## src/rtl/mem_arb_pkg.sv

```systemverilog
// rtl/mem_arb_pkg.sv - shared encodings for the memory port arbiter
package mem_arb_pkg;

  typedef enum logic [1:0] {
    S_IDLE   = 2'd0,
    S_ACCESS = 2'd1,
    S_DONE   = 2'd2
  } state_t;

  localparam logic PORT_CPU = 1'b0;
  localparam logic PORT_LDR = 1'b1;

endpackage

```

## src/rtl/arb_rr2.sv

```systemverilog
// rtl/arb_rr2.sv - combinational two-way round-robin pick
module arb_rr2
  import mem_arb_pkg::*;
(
  input  logic [1:0] req,
  input  logic       last_gnt,
  output logic       gnt_valid,
  output logic       gnt_id
);

  always_comb begin
    gnt_valid = |req;
    gnt_id    = PORT_CPU;
    // On contention the port that did not win last time goes first.
    if (&req)
      gnt_id = ~last_gnt;
    else if (req[1])
      gnt_id = PORT_LDR;
  end

endmodule

```

## src/rtl/mem_port_arbiter.sv

```systemverilog
// rtl/mem_port_arbiter.sv - shares one multi-cycle memory port between CPU and loader
module mem_port_arbiter #(
  parameter int ADDR_W      = 32,
  parameter int DATA_W      = 32,
  parameter int MEM_LATENCY = 2
) (
  input  logic              clk,
  input  logic              rst,
  input  logic              p0_req,
  input  logic              p0_we,
  input  logic [ADDR_W-1:0] p0_adr,
  input  logic [DATA_W-1:0] p0_wdata,
  output logic              p0_ack,
  input  logic              p1_req,
  input  logic              p1_we,
  input  logic [ADDR_W-1:0] p1_adr,
  input  logic [DATA_W-1:0] p1_wdata,
  output logic              p1_ack,
  output logic [DATA_W-1:0] rdata,
  output logic              mem_read,
  output logic              mem_write,
  output logic [ADDR_W-1:0] mem_adr,
  output logic [DATA_W-1:0] mem_wdata,
  input  logic [DATA_W-1:0] mem_rdata,
  output logic              busy,
  output logic              gnt_id
);
  import mem_arb_pkg::*;

  localparam logic [3:0] CNT_INIT = 4'(MEM_LATENCY - 1);

  state_t            r_state;
  state_t            w_next;
  logic [3:0]        r_cnt;
  logic              r_we;
  logic [ADDR_W-1:0] r_adr;
  logic [DATA_W-1:0] r_wdata;
  logic [DATA_W-1:0] r_rdata;
  logic              r_gnt_id;
  logic              r_last_gnt;
  logic              w_gnt_valid;
  logic              w_gnt_id;

  arb_rr2 u_arb (
    .req       ({p1_req, p0_req}),
    .last_gnt  (r_last_gnt),
    .gnt_valid (w_gnt_valid),
    .gnt_id    (w_gnt_id)
  );

  always_ff @(posedge clk or posedge rst) begin
    if (rst)
      r_state <= S_IDLE;
    else
      r_state <= w_next;
  end

  always_comb begin
    w_next    = r_state;
    mem_read  = 1'b0;
    mem_write = 1'b0;
    busy      = 1'b0;
    p0_ack    = 1'b0;
    p1_ack    = 1'b0;
    case (r_state)
      S_IDLE: begin
        if (w_gnt_valid)
          w_next = S_ACCESS;
      end
      S_ACCESS: begin
        busy      = 1'b1;
        mem_read  = ~r_we;
        mem_write = r_we;
        if (r_cnt == 4'd0)
          w_next = S_DONE;
      end
      S_DONE: begin
        busy   = 1'b1;
        p0_ack = (r_gnt_id == PORT_CPU);
        p1_ack = (r_gnt_id == PORT_LDR);
        w_next = S_IDLE;
      end
      default: w_next = S_IDLE;
    endcase
  end

  // Requester inputs are captured at grant so they may change during the access.
  always_ff @(posedge clk or posedge rst) begin
    if (rst) begin
      r_cnt      <= 4'd0;
      r_we       <= 1'b0;
      r_adr      <= '0;
      r_wdata    <= '0;
      r_rdata    <= '0;
      r_gnt_id   <= PORT_CPU;
      r_last_gnt <= PORT_LDR;
    end else begin
      case (r_state)
        S_IDLE: begin
          if (w_gnt_valid) begin
            r_gnt_id <= w_gnt_id;
            r_we     <= (w_gnt_id == PORT_LDR) ? p1_we    : p0_we;
            r_adr    <= (w_gnt_id == PORT_LDR) ? p1_adr   : p0_adr;
            r_wdata  <= (w_gnt_id == PORT_LDR) ? p1_wdata : p0_wdata;
            r_cnt    <= CNT_INIT;
          end
        end
        S_ACCESS: begin
          if (r_cnt == 4'd0) begin
            if (!r_we)
              r_rdata <= mem_rdata;
          end else begin
            r_cnt <= r_cnt - 4'd1;
          end
        end
        S_DONE: r_last_gnt <= r_gnt_id;
        default: ;
      endcase
    end
  end

  assign mem_adr   = r_adr;
  assign mem_wdata = r_wdata;
  assign rdata     = r_rdata;
  assign gnt_id    = r_gnt_id;

endmodule

```

## config.mk

```make
export PLATFORM = sky130hd
export DESIGN_NAME = mem_port_arbiter
export DESIGN_NICKNAME = d
export VERILOG_FILES = /design/src/rtl/mem_arb_pkg.sv /design/src/rtl/arb_rr2.sv /design/src/rtl/mem_port_arbiter.sv
export SDC_FILE = /design/constraint.sdc
export NUM_CORES = 1
export LEC_CHECK = 0
export ABC_AREA = 1
export CAP_MARGIN = 5
export CORE_UTILIZATION = 39
export DETAILED_ROUTE_END_ITERATION = 7
export GPL_TIMING_DRIVEN = 0
export PLACE_DENSITY = 0.81
export RECOVER_POWER = 100
export SYNTH_ARGS = -nofsm -noshare
export SYNTH_HDL_FRONTEND = slang
export SYNTH_HIERARCHICAL = 1
export SYNTH_SLANG_ARGS = --single-unit
export TNS_END_PERCENT = 20
```

## constraint.sdc

```tcl
create_clock -name clk -period 4.2 [get_ports clk]
set_input_delay 0.63 -clock clk [delete_from_list [all_inputs] [get_ports clk]]
set_output_delay 0.63 -clock clk [all_outputs]
set_load 0.005 [all_outputs]
```

==> out/metrics.yaml <==
run_status:
  status: "finished with violations"
  violations: "max-capacitance violations, max-slew violations"
clock_tree:
  postCtsSetupRepairBufs: 0
  clock_path_buffers: 2
  htreeDepth: 3
  numCtsBuffers: 9
  cts.clk_slew.worst_paths_ns: 0.07
  cts_tree: "built"
  clock-root-buffer: "clkbuf_16"
  cts_resized: 0
  cts_hold_buffers: 0
  cts.sinks: 105
  insertion_delay_ns: 0.34
yosys:
  synth-seq-cells: 105
  yosysWarnings: 6
  synth_cells: 558
  syn-cell-area_um2: 4900
  synth_nets: 730
  synth_cell_types: 22
  syn_area_per_cell_um2: 8.79
  synth_seq_area_share_pct: 53.6
run:
  max_cap_viol_count: 1
timing:
  finalSetupViolCount: 0
  hold_ws_ns: 0.485
  clock.fmax_mhz: 374
  final.period_utilization_pct: 63.6
  finalClockSkew_ns: 0.00643
  hold_viol: 0
  min_period_ns: 2.67
  layout_setup_ws_ns: 1.53
  final-max-slew-violation-count: 50
  finalSetupTns_ns: 0
  grt_setup_unrepaired: "false"
  tightest_slew_ns: 2.29
  maxSlewHeadroom_pct: -53.4
die:
  die_h_um: 114
  rows: 40
  start_util_pct: 40.5
  die_w_um: 114
  dieArea_um2: 13000
  core_um2: 12100
  pin_count: 268
placement:
  dpl_worst_slack_ns: 1.65
  dpl.hpwl_um: 12400
  port_buffers: 267
  place_area_um2: 7820
  place_congestion: 0.806
finish:
  final_nets: 1009
  fin_area_um2: 8000
  fill_cells: 1043
  mostFrequentLayoutCells: "clkdlybuf4s50_1 (163), a21oi_1 (132), dfrtp_1 (104), dlygate4sd3_1 (104), nand2_1 (89)"
  diodes: 0
  drive_gt1_share_pct: 8.31
  syn2layout_area_growth_pct: 63.1
  final_common_cell: "clkdlybuf4s50_1"
detailed_routing:
  vias: 4915
  routed_wl_um: 16100
  viasPerCell: 4.87
  antenna_left: 0
  drt_iter0_markers: 162
  drc: 0
  dr.pass1.iters: 4
  wire_per_inst_um: 16.0
power_and_ir_drop:
  leakage_nw: 3.52
  vdd_drop_max_mv: 0.260
  p_total_mw: 5.22
  powerDensity_nw_per_um2: 653
grt:
  grt_max_degree: 57
  antenna_found_initial: 0
  grt.total_usage_pct: 25.3
  grt_pass1_wl_um: 25500
  grt_pass1_vias: 5105
  grt_remaining_overflow: 0
hold_path:
  hp-class: "flip-flop to flip-flop"
critical_path:
  critPathKind: "flip-flop to output pin"
  cp-end-kind: "output pin"
  start_kind: "flip-flop"
  cp_max_fo: 6
  crit_required_ns: 3.57
  cp.arrival_ns: 2.04
[synth_stat cells]
| cell | number | area share, % |
|---|---|---|
| nand2_2 | 28 | 3.6 |
| buf_6 | 6 | 1.4 |
| o21ai_0 | 7 | 0.71 |
| nand2_1 | 89 | 6.8 |
| nor2_4 | 1 | 0.23 |
| buf_4 | 4 | 0.61 |
| o21ai_2 | 32 | 5.7 |
| buf_2 | 16 | 1.6 |
| a21oi_1 | 132 | 13 |
| dfrtp_1 | 104 | 53 |
| dfstp_2 | 1 | 0.54 |
| nor2_1 | 67 | 5.1 |
| nand3_4 | 1 | 0.36 |
| ha_1 | 6 | 1.5 |
| inv_2 | 1 | 0.076 |
| or2_2 | 2 | 0.26 |
| inv_1 | 46 | 3.5 |
| nor2_2 | 1 | 0.13 |
| buf_1 | 1 | 0.076 |
| or2_1 | 1 | 0.13 |
| nand3_1 | 5 | 0.51 |
| clkbuf_1 | 7 | 0.54 |
[where the power goes]
| group | total (mW) | switching (mW) | internal (mW) |
|---|---|---|---|
| registers | 1.83 | 0.303 | 1.53 |
| logic | 2.41 | 1.17 | 1.24 |
| clock network | 0.971 | 0.384 | 0.587 |
[kinds of logic (layout without fill, tap and decap cells)]
group           Yosys count  count (layout)  share of synthesized area [%]
simple gates            195             195                           17.1
compound gates          171             171                           19.9
flops                   105             105                           53.6
fa+ha+maj                 6               6                           1.53
buf+inv                  81             365                           7.83
[critical path, stage by stage (launching register included)]
cell,delay [ns]
dfrtp_1,0.40
inv_1,0.11
ha_1,0.28
inv_1,0.14
nor2_1,0.17
dlygate4sd3_1,0.60
[worst paths after layout]
kind                                        startpoint                      to  slack [ns]  depth (start not counted)
worst max-delay path            r_state[1]$_DFFE_PP0P_                mem_read        1.53                          5
worst min-delay path            r_last_gnt$_DFFE_PP1N_  r_last_gnt$_DFFE_PP1N_        0.49                          2
worst max register to register  r_state[1]$_DFFE_PP0P_   rdata[26]$_DFFE_PP0P_        1.94                          8
worst min register to register  r_last_gnt$_DFFE_PP1N_  r_last_gnt$_DFFE_PP1N_        0.49                          2
max in group asynchronous                          rst  r_last_gnt$_DFFE_PP1N_        1.77                          3
min in group asynchronous                          rst   rdata[23]$_DFFE_PP0P_        1.36                          2
[per-layer routing]
layer	track usage [%]	part of all wire, %	vias to the layer above
li1	-	-	2356
met1	28.0	38	2317
met2	45.6	51	200
met3	5.40	6.4	42
met4	13.4	3.9	0
met5	0	0	-
[state kept, by name, indices dropped and copies added, names as in the netlist]
signal / count
rdata: 32
r_state: 2
r_cnt: 4
mem_wdata: 32
mem_adr: 32
gnt_id: 1
r_we: 1
r_last_gnt: 1
[stage by stage]
step | util (%) | std cells
final | 66.0 | 1010
after global routing | 66.0 | 1010
after CTS | 67.4 | 1010
after detailed placement | 64.5 | 994
after global placement | 64.3 | 993
after floorplan | - | 558
[cell type report]
| class | count | area [um2] | share of cell area [%] |
|---|---|---|---|
| Multi-Input combinational cell | 372 | 1780 | 22.2 |
| Clock buffer | 10 | 229 | 2.86 |
| Clock inverter | 6 | 115 | 1.44 |
| Timing Repair Buffer | 268 | 2700 | 33.8 |
| Tap cell | 168 | 210 | 2.63 |
| Sequential cell | 105 | 2630 | 32.9 |
| Buffer | 34 | 160 | 2.00 |
| Inverter | 47 | 178 | 2.22 |
Note: power is estimated with default switching activity, not from simulation.
